==> config.mk <==
export PLATFORM = sky130hd
export DESIGN_NAME = seq_add_128
export DESIGN_NICKNAME = d
export VERILOG_FILES = /design/src/rtl/alu_pkg.sv /design/src/rtl/alu_slice_add.sv /design/src/rtl/seq_add_128.sv
export SDC_FILE = /design/constraint.sdc
export NUM_CORES = 1
export LEC_CHECK = 0
export ABC_AREA = 1
export BUFFER_PORTS_ARGS = -buffer_cell sky130_fd_sc_hd__buf_2
export CELL_PAD_IN_SITES_DETAIL_PLACEMENT = 1
export CELL_PAD_IN_SITES_GLOBAL_PLACEMENT = 1
export CORE_AREA = 2 2 227 229
export CTS_BUF_LIST = sky130_fd_sc_hd__clkbuf_8
export DETAILED_ROUTE_END_ITERATION = 8
export DIE_AREA = 0 0 229 231
export PLACE_DENSITY_LB_ADDON = 0.08
export SLEW_MARGIN = 5
export SYNTH_ARGS = -nofsm -noshare
export SYNTH_HDL_FRONTEND = slang
export SYNTH_SLANG_ARGS = --single-unit
==> constraint.sdc <==
create_clock -name clk -period 7.47 [get_ports clk]
set_clock_uncertainty 0.2 [all_clocks]
set_input_delay 0.3735 -clock clk [delete_from_list [all_inputs] [get_ports clk]]
set_output_delay 0.3735 -clock clk [all_outputs]
set_load 0.05 [all_outputs]
==> src/rtl/alu_pkg.sv <==
// Shared types and constants for the sequential 128-bit adder.
package alu_pkg;

  localparam int DATA_W      = 128;
  localparam int SLICE_W_DEF = 32;

  typedef enum logic [1:0] {
    ST_IDLE = 2'd0,
    ST_RUN  = 2'd1,
    ST_DONE = 2'd2
  } state_e;

  typedef struct packed {
    logic cout;
    logic ovf;
    logic zero;
    logic sign;
  } raw_flags_t;

  localparam raw_flags_t FLAGS_RST = '{cout: 1'b0, ovf: 1'b0, zero: 1'b1, sign: 1'b0};

  // The slice index has to reach N itself, because that is the commit beat.
  function automatic int idx_width(input int n);
    return $clog2(n + 1);
  endfunction

endpackage

==> src/rtl/alu_slice_add.sv <==
// Combinational W-bit adder slice. It also reports the carry into its MSB,
// which is used to derive signed overflow on the top slice.
module alu_slice_add #(
  parameter int W = 32
) (
  input  logic [W-1:0] a_i,
  input  logic [W-1:0] b_i,
  input  logic         ci_i,
  output logic [W-1:0] sum_o,
  output logic         co_o,
  output logic         c_msb_o
);

  // Ripple sum plus carry out; the carry into the MSB is recovered from the MSB sum bit.
  always_comb begin
    {co_o, sum_o} = {1'b0, a_i} + {1'b0, b_i} + {{W{1'b0}}, ci_i};
    c_msb_o       = a_i[W-1] ^ b_i[W-1] ^ sum_o[W-1];
  end

endmodule

==> src/rtl/seq_add_128.sv <==
// Sequential 128-bit add/subtract, one SLICE_W-bit slice per cycle, LSB first.
//
//   state   | meaning
//   --------+-----------------------------------------------------------------
//   IDLE    | waiting for start; outputs hold the last completed result
//   RUN     | idx 0..N-1 add one slice each; idx N commits to the outputs
//   DONE    | one-cycle done pulse; start here is accepted back-to-back
//
// Partial sums are built in a working register and only copied to the
// output registers on the commit beat. Flush or start-in-RUN therefore
// never disturbs result or the flags, and "restore on flush" costs nothing.
module seq_add_128
  import alu_pkg::*;
#(
  parameter int SLICE_W = SLICE_W_DEF
) (
  input  logic              clk,
  input  logic              rst_n,
  input  logic              start,
  input  logic              flush,
  input  logic [DATA_W-1:0] a,
  input  logic [DATA_W-1:0] b,
  input  logic              mode,
  input  logic              cin,
  output logic              busy,
  output logic              done,
  output logic [DATA_W-1:0] result,
  output logic              cout,
  output logic              ovf,
  output logic              zero,
  output logic              sign
);

  localparam int              N        = DATA_W / SLICE_W;
  localparam int              IDX_W    = idx_width(N);
  localparam logic [IDX_W-1:0] IDX_LAST = IDX_W'(N);

  state_e             state_q;
  logic [IDX_W-1:0]   idx_q;
  logic               busy_q;
  logic               done_q;
  logic [DATA_W-1:0]  result_q;
  raw_flags_t         flags_q;

  logic [DATA_W-1:0]  op_a_q, op_a_d;
  logic [DATA_W-1:0]  op_b_q, op_b_d;
  logic               carry_q, carry_d;
  logic [DATA_W-1:0]  work_q, work_d;
  logic               zacc_q, zacc_d;
  logic               wovf_q, wovf_d;

  logic [SLICE_W-1:0] s_sum;
  logic               s_co;
  logic               s_cmsb;
  logic               start_acc;
  logic               slice_en;

  assign start_acc = start & ~flush & (state_q != ST_RUN);
  assign slice_en  = (state_q == ST_RUN) & (idx_q != IDX_LAST);

  // Operands shift right each beat, so the active slice always sits at bit 0.
  alu_slice_add #(.W(SLICE_W)) u_slice (
    .a_i     (op_a_q[SLICE_W-1:0]),
    .b_i     (op_b_q[SLICE_W-1:0]),
    .ci_i    (carry_q),
    .sum_o   (s_sum),
    .co_o    (s_co),
    .c_msb_o (s_cmsb)
  );

  // Datapath next state: capture on accepted start, otherwise advance one slice per RUN beat.
  always_comb begin
    op_a_d  = op_a_q;
    op_b_d  = op_b_q;
    carry_d = carry_q;
    work_d  = work_q;
    zacc_d  = zacc_q;
    wovf_d  = wovf_q;
    if (start_acc) begin
      op_a_d  = a;
      op_b_d  = mode ? ~b : b;
      carry_d = cin;
      work_d  = '0;
      zacc_d  = 1'b1;
      wovf_d  = 1'b0;
    end else if (slice_en) begin
      op_a_d  = op_a_q >> SLICE_W;
      op_b_d  = op_b_q >> SLICE_W;
      carry_d = s_co;
      work_d  = (work_q >> SLICE_W) | (DATA_W'(s_sum) << (DATA_W - SLICE_W));
      zacc_d  = zacc_q & ~(|s_sum);
      wovf_d  = s_cmsb ^ s_co;
    end
  end

  // Control FSM with registered busy/done, working registers and committed outputs.
  always_ff @(posedge clk or negedge rst_n) begin
    if (!rst_n) begin
      state_q  <= ST_IDLE;
      idx_q    <= '0;
      busy_q   <= 1'b0;
      done_q   <= 1'b0;
      result_q <= '0;
      flags_q  <= FLAGS_RST;
      op_a_q   <= '0;
      op_b_q   <= '0;
      carry_q  <= 1'b0;
      work_q   <= '0;
      zacc_q   <= 1'b1;
      wovf_q   <= 1'b0;
    end else begin
      op_a_q  <= op_a_d;
      op_b_q  <= op_b_d;
      carry_q <= carry_d;
      work_q  <= work_d;
      zacc_q  <= zacc_d;
      wovf_q  <= wovf_d;
      done_q  <= 1'b0;
      if (flush) begin
        state_q <= ST_IDLE;
        busy_q  <= 1'b0;
      end else begin
        case (state_q)
          ST_IDLE: begin
            if (start) begin
              state_q <= ST_RUN;
              idx_q   <= '0;
              busy_q  <= 1'b1;
            end
          end
          ST_RUN: begin
            if (idx_q == IDX_LAST) begin
              state_q  <= ST_DONE;
              busy_q   <= 1'b0;
              done_q   <= 1'b1;
              result_q <= work_q;
              flags_q  <= '{cout: carry_q, ovf: wovf_q, zero: zacc_q,
                            sign: work_q[DATA_W-1]};
            end else begin
              idx_q <= idx_q + IDX_W'(1);
            end
          end
          ST_DONE: begin
            if (start) begin
              state_q <= ST_RUN;
              idx_q   <= '0;
              busy_q  <= 1'b1;
            end else begin
              state_q <= ST_IDLE;
            end
          end
          default: begin
            state_q <= ST_IDLE;
            busy_q  <= 1'b0;
          end
        endcase
      end
    end
  end

  assign busy   = busy_q;
  assign done   = done_q;
  assign result = result_q;
  assign cout   = flags_q.cout;
  assign ovf    = flags_q.ovf;
  assign zero   = flags_q.zero;
  assign sign   = flags_q.sign;

endmodule
Yosys cells after proc, flatten, opt, wreduce, memory -nomap -nowiden. Cells that the tools add are included.

Register bits after elaboration: 526. Output and inout port bits: 134. Input bits: 262. Word-level logic and storage cells: 76.

Muxes and demuxes: 28. Reductions and logical operators: 9. Eq/ne operators: 10. Bitwise operators: 11. $add $sub $neg: 3.

Operators by type and width (count): $mux 128 (7); $not 128->128 (1); $or 96x128->128 (1); $add 32x32->33 (1); $add 33x1->33 (1); $reduce_or 32->1 (1); $mux 1 (13); $mux 2 (3); $mux 3 (2); $ne 3x3->1 const B (2); $pmux 2 s3 (1); $pmux 3 s2 (1); $and 1x1->1 (4); $ne 2x1->1 const B (2); $reduce_and 2->1 (2); $reduce_and 4->1 (1); $reduce_bool 2->1 (2); $add 3x1->3 const B (1); $eq 3x3->1 const B (1); $ne 3x1->1 const B (1); $ne 3x2->1 const B (1); $reduce_and 3->1 (1); $xor 1x1->1 (3); $eq 2x1->1 const B (1); 6 further kinds (7).

Logic depth before layout (Yosys ltp). Gate-level depths: netlist of the first run.

Word-level depth: 7. Depth in mapped cells: 18. Mapped depth without buffers: 18.

By module. From an unflattened synthesis of the first run, not the netlist that was laid out.

Cell total of the unflattened synthesis: 2786. Area, all modules: 25132.9 µm².

Modules (own cells, without submodules): seq_add_128 (sequential area each 13140.1 µm², area each 22716.8 µm², cells each 2281, instances 1); alu_slice_add (sequential area each 0.0 µm², area each 2416.1 µm², cells each 505, instances 1).

Least setup slack after synthesis of the first run. No wires, ideal clock.

Kind: reg-to-reg. Start: register op_a_q[0]. End: register zacc_q. Path slack: 5.084 ns. Library setup time: 0.068 ns. Path buffers: 0. Period minus slack after synthesis: 2.386 ns. Cell stages (with the launch flop): 18. Arrival time: 2.117 ns. Required time: 7.202 ns. Cell sequence: dfrtp_1 > fa_1 > inv_1 > fa_1 > inv_1 > nand3_1 > nand2_1 > nand2_1 > nand2_1 > nand2_1 > nand3_1 > nand2_1 > nand2_1 > nor2_1 > nand2_1 > nor2_1 > nand3_1 > a21oi_2.

Longest elaborated chain between the ends: 7.

Ends and longest elaborated chain: start: declaration (line seq_add_128.sv:45) `logic [DATA_W-1:0] op_a_q, op_a_d;`; start signal: assignment (line seq_add_128.sv:112) `op_a_q <= op_a_d;`; $add 32x32->33 (line alu_slice_add.sv:16) `{co_o, sum_o} = {1'b0, a_i} + {1'b0, b_i} + {{W{1'b0}}, ci_i};`; $add 33x1->33 (line alu_slice_add.sv:16); $reduce_or 32->1 (line seq_add_128.sv:91) `zacc_d = zacc_q & ~(|s_sum);`; $not 1->1 (line seq_add_128.sv:91); $and 1x1->1 (line seq_add_128.sv:91); $mux 1 (line seq_add_128.sv:86) `end else if (slice_en) begin`; $mux 1 (line seq_add_128.sv:79) `if (start_acc) begin`; end signal: assignment (line seq_add_128.sv:116) `zacc_q <= zacc_d;`; end: declaration (line seq_add_128.sv:49) `logic zacc_q, zacc_d;`.

No other way between the ends. The select of a mux whose other input is x is not followed. A chain may end at the register's enable or synchronous reset.

Worst setup path after layout of the first run.
Start: register state_q[0]. End: register op_a_q[17].

Longest elaborated chain between the ends: 3. Elaborated cells between the ends (all ways): 6. Those cells by class: eq/ne (2); mux (1); bitwise (2); reduce/logical (1).

Ends and longest elaborated chain: start: declaration (line seq_add_128.sv:38) `state_e state_q;`; start signal: assignment (line seq_add_128.sv:99) `state_q <= ST_IDLE;`; start signal: assignment (line seq_add_128.sv:120) `state_q <= ST_IDLE;`; start signal: assignment (line seq_add_128.sv:126) `state_q <= ST_RUN;`; $ne 2x1->1 / $eq 2x1->1 (equally long branches) (line seq_add_128.sv:58, seq_add_128.sv:59); $and 1x1->1 (on tied branches) (line seq_add_128.sv:58, seq_add_128.sv:59); $mux 128 / $reduce_bool 2->1 (equally long branches).

Parallel ways exist; a longest one is shown, timed or not.

==> results of run 1 <==
cell families after synthesis:
kind of cell	after synthesis
fa+ha+maj	35
xor+xnor	106
flops	525
compound gates	543
simple gates	985
buf+inv	520
registers in the layout, summed over array words and instances (netlist names):
| name | cells |
|---|---|
| zero | 1 |
| carry_q | 1 |
| op_b_q | 128 |
| ovf | 1 |
| result | 128 |
| busy | 1 |
| wovf_q | 1 |
| state_q | 2 |
| idx_q | 3 |
| zacc_q | 1 |
| work_q | 128 |
| done | 1 |
| cout | 1 |
| op_a_q | 128 |
critical path: cells and delay by family, from the launching register on:
kind / cells / cell delay, ps
buffers and inverters: 5 / 2750
AND/OR/NAND/NOR: 4 / 1130
flip-flops: 1 / 370
AO/OA/AOI/OAI: 1 / 150
Yosys cell counts (2+ instances only):
| cell type | n | area [µm²] |
|---|---|---|
| o211ai_1 | 103 | 773 |
| ha_1 | 33 | 413 |
| inv_2 | 3 | 11.3 |
| o221ai_1 | 34 | 298 |
| clkbuf_1 | 101 | 379 |
| o21ai_0 | 173 | 866 |
| nand3b_1 | 4 | 30.0 |
| o32ai_1 | 11 | 96.3 |
| nand2_2 | 8 | 50.1 |
| nand4_1 | 11 | 68.8 |
| buf_2 | 45 | 225 |
| a32o_1 | 21 | 210 |
| nor2_2 | 6 | 37.5 |
| nand2_1 | 791 | 2970 |
| o21ai_1 | 9 | 45.0 |
| xor2_1 | 87 | 762 |
| o22ai_1 | 107 | 669 |
| o21bai_1 | 2 | 15.0 |
| dfstp_2 | 2 | 52.6 |
| nand3_2 | 3 | 30.0 |
| a22oi_1 | 22 | 165 |
| fa_1 | 2 | 40.0 |
| or2_2 | 22 | 138 |
| buf_1 | 6 | 22.5 |
| nor3_1 | 4 | 20.0 |
| a22o_1 | 31 | 272 |
| nor2_1 | 67 | 251 |
| dfrtp_1 | 523 | 13100 |
| xnor2_1 | 19 | 166 |
| a21oi_1 | 26 | 130 |
| nand3_1 | 66 | 330 |
| inv_1 | 363 | 1360 |
path summary, 6_finish.rpt:
check,end,depth (start not counted)
worst max-delay path,op_a_q[17],10
worst min-delay path,op_b_q[112],3
worst max register to register,op_a_q[17],10
worst min register to register,zero,2
max in group asynchronous,op_b_q[112],3
min in group asynchronous,work_q[42],2
power by group through the flow:
stage          clock network (W)  registers, W  logic, W
2_1_floorplan                  0       0.00521   0.00229
3_3_place_gp                   0       0.00435   0.00458
3_5_place_dp                   0       0.00440   0.00472
4_1_cts                  0.00265       0.00437   0.00486
5_1_grt                  0.00284       0.00449   0.00543
6_report                 0.00268       0.00442   0.00498
metal layers:
layer	vias up	wire, µm	track usage [%]
li1	10100	-	-
met1	11300	36200	42.4
met2	977	46800	60.4
met3	281	5050	5.46
met4	4	4560	18.5
met5	-	27	0
cell type report:
type,instances,area (µm²)
fillers,5949,19800
flip-flops and latches,525,13100
multi-input cells,1669,8930
repair buffers,671,4750
clock buffers,115,1580
inverters,367,1390
well taps,680,851
clock inverters,46,239
diodes,10,25.0
timing repair:
action / in CTS / in global routing
hold endpoints to repair: 370 / 0
hold buffers: 262 / 0
setup buffers: 0 / 0
resized for setup: 0 / 0
metrics by stage:
step,setup slack (ps),cell area [µm²],std cells,hold slack [ps],util [%]
after floorplan,5080,24100,2714,-122,-
after global placement,3030,26400,3650,255,52.2
after detailed placement,2850,26400,3650,259,52.2
after CTS,2790,30900,4073,41.8,60.9
after global routing,2250,30900,4083,120,61.0
final,2570,30900,4083,81.8,61.0
==> qor.csv, run 1 <==
metric;value;unit
Area Growth Syn to Fin;28.5;%
multiplexer area fraction after synthesis;0;%
die area;52900;µm²
initial antenna violation count;12;
Routed Antenna Nets;0;
switching share of power;45.3;%
drt total wl;92.6;mm
first-pass GRT wire length;144;mm
EDFF count, synth;0;
Worst EP required;7840;ps
Warnings, synthesis;0;
final-report max-slew violation count;0;
slowest cell delay on critical path;940;ps
DRC violations left;0;
synthesized net count;3011;
Hold Startpoint;mode;
PD cells;391;nW/µm²
R2R Setup Slk;2570;ps
Top FF cell, synth;dfrtp_1;
Gate power share;41.2;%
crit-path max FO;133;
Synth Area in Adders;1.88;%
register clock-pin slew on the reported worst setup and hold paths;70;ps
#FFs+latches synth;525;
vias in the first global route;24700;
Flop pwr share;36.6;%
Clock power frac;22.2;%
Post-layout nets;3619;
total power draw;0.0121;W
Starting Density;47.5;%
CTS root buffer;clkbuf_8;
Post-Synthesis Cells;2714;
share of post-route cells with drive strength above 1;17.3;%
Relative slew margins;12.1;%
Pleak;15.5;nW
synthesized area;24100;µm²
clock latency at the later pin of the worst-skew pair;700;ps
largest net degree at the start of global routing;186;
RSZ-0062 raised after global routing;false;
Setup Crit Path Kind;register to register;
via count;22600;
crit path cell chain;inv_1 > nor2_2 > nor3_2 > buf_4 > inv_1 > nand2_4 > inv_6 > buf_4 > nand2_1 > o211ai_1;
setup_tns;0;ps
Reg2Reg Launch Point;state_q[0];
Critical Path AT;5270;ps
Setup crit start;state_q[0];
total global-route track usage;35.0;%
die width;229;µm
drt wl/cell;22.7;µm
Clock Sinks;525;
largest family of logic cells by synthesized area;simple AND/OR/NAND/NOR gates;
Worst-Margin Slew;1320;ps
CTS Buffer Depth;3;
Vias per Instance;5.53;
post-layout min period;4900;ps
H-tree depth;3;
DRT iter0 DRCs;1536;
CTS tree;yes;
ys async rst share;100;%
HP Class;input pin to register;
xor and xnor fraction of the mapped netlist area;3.86;%
sequential element share of the synthesized area;54.6;%
post-synthesis compound-gate area fraction;14.8;%
Int Pwr;0.00661;W
Startpoint Class;register;
Peak VDD IR;172;µV
CP max stage cell;inv_1;
TritonCTS buffer count;88;
crit share post-route;65.6;%
Final setup viols;0;
Synth Area in Simple Gates;16.4;%
TritonRoute pass-1 iters;5;
port bufs;395;
# Max-Cap Violations;0;
Yosys cell types;41;
Rows;83;
highest-count cells in the layout ignoring fill and taps;790 x nand2_1, 523 x dfrtp_1, 394 x inv_1, 393 x buf_2, 262 x dlygate4sd3_1;
RePlAce Congestion;0.885;
Post-DP HPWL;52.7;mm
Mean Syn Cell Area;8.87;µm²
die height;231;µm
IO Pins;396;
commonest non-fill, non-tap cell in the layout;nand2_1;
status;completed;
crit end category;register;
total gr overflow;0;
Hold Vio Cnt, Final;0;
fmax;204;MHz
Psw;0.00548;W
area of the core;50700;µm²
No activity file was read; power rests on OpenSTA's default activity.
==> run 2: changes to the inputs <==
--- a/config.mk
+++ b/config.mk
@@ -9,10 +9,10 @@
 export BUFFER_PORTS_ARGS = -buffer_cell sky130_fd_sc_hd__buf_2
 export CELL_PAD_IN_SITES_DETAIL_PLACEMENT = 1
 export CELL_PAD_IN_SITES_GLOBAL_PLACEMENT = 1
-export CORE_AREA = 2 2 227 229
+export CORE_AREA = 2 2 249 251
 export CTS_BUF_LIST = sky130_fd_sc_hd__clkbuf_8
 export DETAILED_ROUTE_END_ITERATION = 8
-export DIE_AREA = 0 0 229 231
+export DIE_AREA = 0 0 251 253
 export PLACE_DENSITY_LB_ADDON = 0.08
 export SLEW_MARGIN = 5
 export SYNTH_ARGS = -nofsm -noshare
==> constraint.sdc (replaced) <==
create_clock -name clk -period 4.06 [get_ports clk]
set_clock_uncertainty 0.2 [all_clocks]
set_input_delay 0.203 -clock clk [delete_from_list [all_inputs] [get_ports clk]]
set_output_delay 0.203 -clock clk [all_outputs]
set_load 0.05 [all_outputs]
==> run 2 against run 1 <==
  * The flow now finishes with violations (negative hold slack)
  * Critical path depth grew 8
  * Final cell count grew 3.3%
  * First-iteration DRC count shrank 13%
  * Non-clock buffer count grew 24
  * Sequential power grew 81%
  * Routed wire length shrank 10%
  * Global-route usage shrank 8.9 points
  * Final area grew 1.2%
  * Worst hold slack lost 92 ps
  * Core utilization shrank 9.7 points
  * Largest power group unchanged
==> qor.csv, run 2 (synthesis gave the netlist of run 1 again) <==
metric;value;unit;change
share of post-route cells with drive strength above 1;17.4;%;+0.11 points
status;complete, but fails checks;;
Place WS;1100;ps;-1750 ps
commonest non-fill, non-tap cell in the layout;nand2_1;;
via count;21500;;-5.0%
drt wl/cell;19.7;µm;-13%
vias in the first global route;23100;;-6.2%
RSZ-0062 raised after global routing;false;;
top sig layer;met5;;
TritonRoute pass-1 iters;4;;-1
largest net degree at the start of global routing;215;;+16%
Reg2Reg Launch Point;carry_q;;
first-pass GRT wire length;130;mm;-9.3%
number of gates resized after CTS;0;;unchanged
violated checks;negative hold slack;;
crit path cell chain;fa_1 > inv_1 > fa_1 > inv_1 > nand3_1 > nand2_1 > nand2_1 > nand2_1 > nand2_1 > nand2_1 > nand2_1 > nand2_1 > nand2_1 > nor2_1 > nand3_1 > nor2_1 > nand3_1 > a21oi_2;;
HP Class;input pin to async pin;;
H-tree depth;3;;unchanged
post-layout min period;3000;ps;-1900 ps
reg2reg end;zacc_q;;
Startpoint Class;register;;
Post-DP HPWL;53.7;mm;+2.0%
die height;253;µm;+9.5%
total global-route track usage;26.1;%;-8.9 points
CTS root buffer;clkbuf_8;;
drt total wl;83.2;mm;-10%
dpl cells;3773;;+3.4%
fmax;333;MHz;+63%
port bufs;395;;unchanged
total gr overflow;0;;unchanged
DRC violations left;0;;unchanged
Setup WS post-layout;1060;ps;-1510 ps
Pleak;15.6;nW;+0.74%
Worst EP required;4460;ps;-3380 ps
initial antenna violation count;11;;-1
fin area;31300;µm²;+1.2%
DRT iter0 DRCs;1334;;-13%
slowest cell delay on critical path;430;ps;-510 ps
PD cells;697;nW/µm²;+78%
RePlAce Congestion;0.883;;-0.19%
Routed Antenna Nets;0;;unchanged
Worst-Margin Slew;1000;ps;-316 ps
WL met3;3.04;mm;-40%
Relative slew margins;33.2;%;+21 points
crit-path max FO;3;;-98%
die width;251;µm;+9.6%
CTS tree;yes;;
register clock-pin slew on the reported worst setup and hold paths;70;ps;about the same
# Max-Cap Violations;0;;unchanged
crit end category;register;;
Clock Sinks;525;;unchanged
Reg2Reg Depth;18;;+8
Starting Density;39.4;%;-8.1 points
met2 wire len;41.0;mm;-12%
CTS Buffer Depth;3;;unchanged
Final setup viols;0;;unchanged
Rows;91;;+9.6%
Peak VDD IR;289;µV;+68%
crit share post-route;74.0;%;+8.4 points
area of the core;61000;µm²;+20%
CP most frequent cell;nand2_1;;
Post-layout nets;3646;;+0.75%
placed cell areas;26700;µm²;+1.1%
clock latency at the later pin of the worst-skew pair;680;ps;-20 ps
Area Growth Syn to Fin;30.0;%;
die area;63500;µm²;+20%
Vias per Instance;5.09;;-8.0%
Metal-1 WL;35.4;mm;-2.2%
R2R Setup Slk;1060;ps;-1510 ps
final-report max-slew violation count;0;;unchanged
Post-CTS Setup Bufs;0;;unchanged
Non-Filler Instances;4216;;+3.3%
Hold Vio Cnt, Final;2;;+2
setup_tns;0;ps;unchanged
TritonCTS buffer count;91;;+3.4%
highest-count cells in the layout ignoring fill and taps;790 x nand2_1, 523 x dfrtp_1, 400 x inv_1, 393 x buf_2, 273 x dlygate4sd3_1;;
IO Pins;396;;unchanged
CP max stage cell;dfrtp_1;;
Critical Path AT;3400;ps;-1870 ps
Setup Crit Path Kind;register to register;;
hold slack;-10.1;ps;-92.0 ps
-- run 2: cell count changes in the layout (fill, tap and decap cells not counted), moves of 2 or more --
cell,previous run,this run
buf_12,2,7
buf_4,12,20
clkbuf_8,115,113
clkinv_2,8,5
diode_2,10,8
dlygate4sd3_1,262,273
inv_1,394,400
inv_6,4,2
inv_8,0,3
-- run 2: through the flow --
| step | total power [W] | utilization [%] |
|---|---|---|
| floorplan | 0.0138 | - |
| global placement | 0.0166 | 43.8 |
| detailed placement | 0.0169 | 43.8 |
| CTS | 0.0219 | 51.2 |
| global route | 0.0232 | 51.2 |
| finish | 0.0218 | 51.3 |
-- run 2: routing by layer --
metal,up-vias,global-route usage [%]
met5,-,0
met4,8,12.4
met3,190,4.27
met2,513,44.1
met1,10600,32.8
li1,10100,-
-- run 2: repair_timing --
action,in CTS,in global routing
endpoints found under the hold margin,366,0
endpoints found under the setup margin,0,0
hold buffers,273,0
-- run 2: power breakdown --
group          switching [W]  total (W)  internal (W)
clock network        0.00225    0.00477       0.00252
registers           0.000994    0.00800       0.00701
logic                0.00644    0.00902       0.00258
total                0.00968     0.0218        0.0121
-- run 2: worst max-delay path, delay by kind of cell, from the launching register on --
kind | cells | cell delay (ps)
AOI/OAI and AO/OA | 1 | 130
adders and majority gates | 2 | 690
buffers and inverters | 2 | 180
DFF | 1 | 430
and+or+nand+nor | 13 | 1310
-- run 2: cell type report --
class | count | area [µm²]
clock buffer | 113 | 1560
timing repair buffer | 695 | 5020
inverter | 367 | 1390
fill | 7169 | 29700
multi-input combinational | 1669 | 8930
tap | 790 | 988
antenna | 8 | 20.0
sequential | 525 | 13100
clock inverter | 49 | 234
-- run 2: worst max path at each step --
stage	cells after the start	start	endpoint
floorplan	17	op_a_q[0]	zacc_q
global placement	15	op_a_q[0]	zacc_q
detailed placement	18	carry_q	zacc_q
CTS	18	carry_q	zacc_q
global route	18	carry_q	zacc_q
finish	18	carry_q	zacc_q
==> run 3: changes to the inputs <==
--- a/config.mk
+++ b/config.mk
@@ -9,10 +9,10 @@
 export BUFFER_PORTS_ARGS = -buffer_cell sky130_fd_sc_hd__buf_2
 export CELL_PAD_IN_SITES_DETAIL_PLACEMENT = 1
 export CELL_PAD_IN_SITES_GLOBAL_PLACEMENT = 1
-export CORE_AREA = 2 2 249 251
+export CORE_AREA = 2 2 237 239
 export CTS_BUF_LIST = sky130_fd_sc_hd__clkbuf_8
 export DETAILED_ROUTE_END_ITERATION = 8
-export DIE_AREA = 0 0 251 253
+export DIE_AREA = 0 0 239 241
 export PLACE_DENSITY_LB_ADDON = 0.08
 export SLEW_MARGIN = 5
 export SYNTH_ARGS = -nofsm -noshare
==> constraint.sdc (replaced) <==
create_clock -name clk -period 2.95 [get_ports clk]
set_clock_uncertainty 0.2 [all_clocks]
set_input_delay 0.1475 -clock clk [delete_from_list [all_inputs] [get_ports clk]]
set_output_delay 0.1475 -clock clk [all_outputs]
set_load 0.05 [all_outputs]
==> run 3 against run 2 <==
  * The flow now finishes without violations
  * Combinational power up 47%
  * Non-clock buffer count is 47 higher
  * Via count increased by 7.3%
  * Global-route usage increased by 6.4 points
  * Core utilization grew 6.7 points
  * Routed wire length increased by 18%
  * Sequential share of layout area shrank 0.66 points
  * Clock power rose by 41%
  * Flip-flop and latch count did not move
  * Largest power group unchanged
  * Highest routed layer unchanged
==> qor.csv, run 3 (synthesis gave the netlist of run 1 again) <==
metric;value;unit;change
CTS Buffer Depth;3;;unchanged
Vias per Instance;5.51;;+8.3%
drt total wl;98.4;mm;+18%
area of the core;54900;µm²;-10%
slowest cell delay on critical path;390;ps;-40 ps
CTS tree;yes;;
CP most frequent cell;nand2_1;;
Core Util, Final;57.9;%;+6.7 points
Relative slew margins;29.8;%;-3.4 points
CTS root buffer;clkbuf_8;;
Clock power frac;21.5;%;-0.4 points
Clock Sinks;525;;unchanged
Hold Crit Endpoint;op_b_q[104];;
fmax;342;MHz;+2.7%
Final setup viols;0;;unchanged
DRC violations left;0;;unchanged
highest-count cells in the layout ignoring fill and taps;787 x nand2_1, 523 x dfrtp_1, 395 x inv_1, 393 x buf_2, 297 x dlygate4sd3_1;;
H-tree depth;3;;unchanged
crit path cell chain;inv_1 > ha_1 > nand2_1 > nand2_8 > nand2_4 > inv_6 > buf_12 > nand2_1 > o211ai_1;;
Non-Filler Instances;4178;;-0.90%
Hold Startpoint;mode;;
Flop pwr share;35.6;%;-1.1 points
HP Class;input pin to register;;
Hold Vio Cnt, Final;0;;-2
share of post-route cells with drive strength above 1;18.1;%;+0.65 points
CP max stage cell;dfrtp_1;;
post-layout min period;2930;ps;-78.8 ps
Setup Crit Path Kind;register to register;;
Filler cells;6359;;-11%
Psw;0.0142;W;+46%
Starting Density;43.8;%;+4.4 points
Pleak;15.8;nW;+1.7%
DRT iter0 DRCs;1736;;+30%
status;completed;;
Worst EP required;3230;ps;-1230 ps
crit share post-route;99.2;%;+25 points
Reg2Reg Launch Point;idx_q[0];;
die area;57600;µm²;-9.3%
commonest non-fill, non-tap cell in the layout;nand2_1;;
drt wl/cell;23.5;µm;+19%
total gr overflow;0;;unchanged
hold depth;3;;
Rows;86;;-5.5%
dpl cells;3710;;-1.7%
initial antenna violation count;10;;-1
setup_tns;0;ps;unchanged
vias in the first global route;24700;;+6.9%
crit end category;register;;
crit-path max FO;67;;+64
die height;241;µm;-4.7%
PD cells;980;nW/µm²;+41%
TritonCTS buffer count;91;;unchanged
largest net degree at the start of global routing;145;;-33%
die width;239;µm;-4.8%
first-pass GRT wire length;143;mm;+9.7%
RePlAce Congestion;0.939;;+6.3%
Peak VDD IR;672;µV;+130%
Critical Path AT;3200;ps;-200 ps
reg2reg end;op_b_q[13];;
Gate power share;42.8;%;+1.4 points
Post-DP HPWL;56.4;mm;+4.9%
Post-layout nets;3693;;+1.3%
port bufs;395;;unchanged
final-report max-slew violation count;0;;unchanged
Reg2Reg Depth;9;;-9
Post-CTS Setup Bufs;0;;unchanged
Int Pwr;0.0170;W;+40%
IO Pins;396;;unchanged
total global-route track usage;32.5;%;+6.4 points
switching share of power;45.5;%;+1.0 points
R2R Setup Slk;20;ps;-1030 ps
via count;23000;;+7.3%
# Max-Cap Violations;0;;unchanged
Area Growth Syn to Fin;32.1;%;
TritonRoute pass-1 iters;5;;+1
Worst-Margin Slew;1050;ps;+50.5 ps
Startpoint Class;register;;
Routed Antenna Nets;0;;unchanged
register clock-pin slew on the reported worst setup and hold paths;60;ps;about the same
clock latency at the later pin of the worst-skew pair;710;ps;+30 ps
## run 3: worst max path at each step
stage	slack [ps]	to	start	cells after the start
6_report	20	op_b_q[13]	idx_q[0]	9
5_1_grt	-6	op_b_q[13]	idx_q[0]	9
4_1_cts	60	zacc_q	op_b_q[6]	14
3_5_place_dp	-80	zacc_q	op_b_q[6]	14
3_3_place_gp	-130	zacc_q	op_b_q[6]	14
2_1_floorplan	560	zacc_q	op_a_q[0]	17
## run 3: stage by stage
step	total power, W	hold slack, ps	instance area (µm²)	worst slack (ps)
4_1_cts	0.0306	0.0921	31700	59.7
6_report	0.0312	15.2	31800	24.7
3_3_place_gp	0.0233	38.3	27000	-131
5_1_grt	0.0329	53.4	31800	-6.41
2_1_floorplan	0.0190	-348	24100	564
3_5_place_dp	0.0237	39.7	27000	-75.8
## run 3: layer usage
layer	global-route usage, %	up-vias	part of all wire, %	routed length, µm
li1	-	10200	-	-
met1	39.0	11500	39	38000
met2	56.4	1014	50	49300
met3	5.43	335	5.6	5510
met4	16.8	2	5.6	5550
met5	0	-	0.011	11
## run 3: area by class of cell
cell class | instances | area [µm²] | share of cell area [%]
Multi-Input combinational cell | 1669 | 8960 | 28.2
Sequential cell | 525 | 13100 | 41.4
Clock buffer | 115 | 1580 | 4.98
Antenna cell | 13 | 32.5 | 0.102
Timing Repair Buffer | 742 | 5590 | 17.6
Clock inverter | 43 | 199 | 0.626
Tap cell | 704 | 881 | 2.77
Inverter | 367 | 1390 | 4.37
## run 3: critical path, delay by kind of cell (launching register included)
family	cells	cell delay, ps
flip-flops	1	390
AND/OR/NAND/NOR	4	850
buffers and inverters	3	740
adder cells (fa/ha/maj)	1	160
AO/OA/AOI/OAI	1	300
## run 3: repair_timing
item | 4_1_cts | 5_1_grt
gates resized for setup | 1 | 6
hold buffers | 297 | 0
endpoints found under the hold margin | 791 | 0
pin swaps | 0 | 1
setup endpoints to repair | 1 | 1
## run 3: power groups by stage
stage	Sequential (W)	Clock (W)	Combinational (W)
detailed placement	0.0111	0	0.0126
global route	0.0113	0.00716	0.0144
floorplan	0.0132	0	0.00580
CTS	0.0110	0.00663	0.0130
finish	0.0111	0.00671	0.0133
global placement	0.0109	0	0.0124
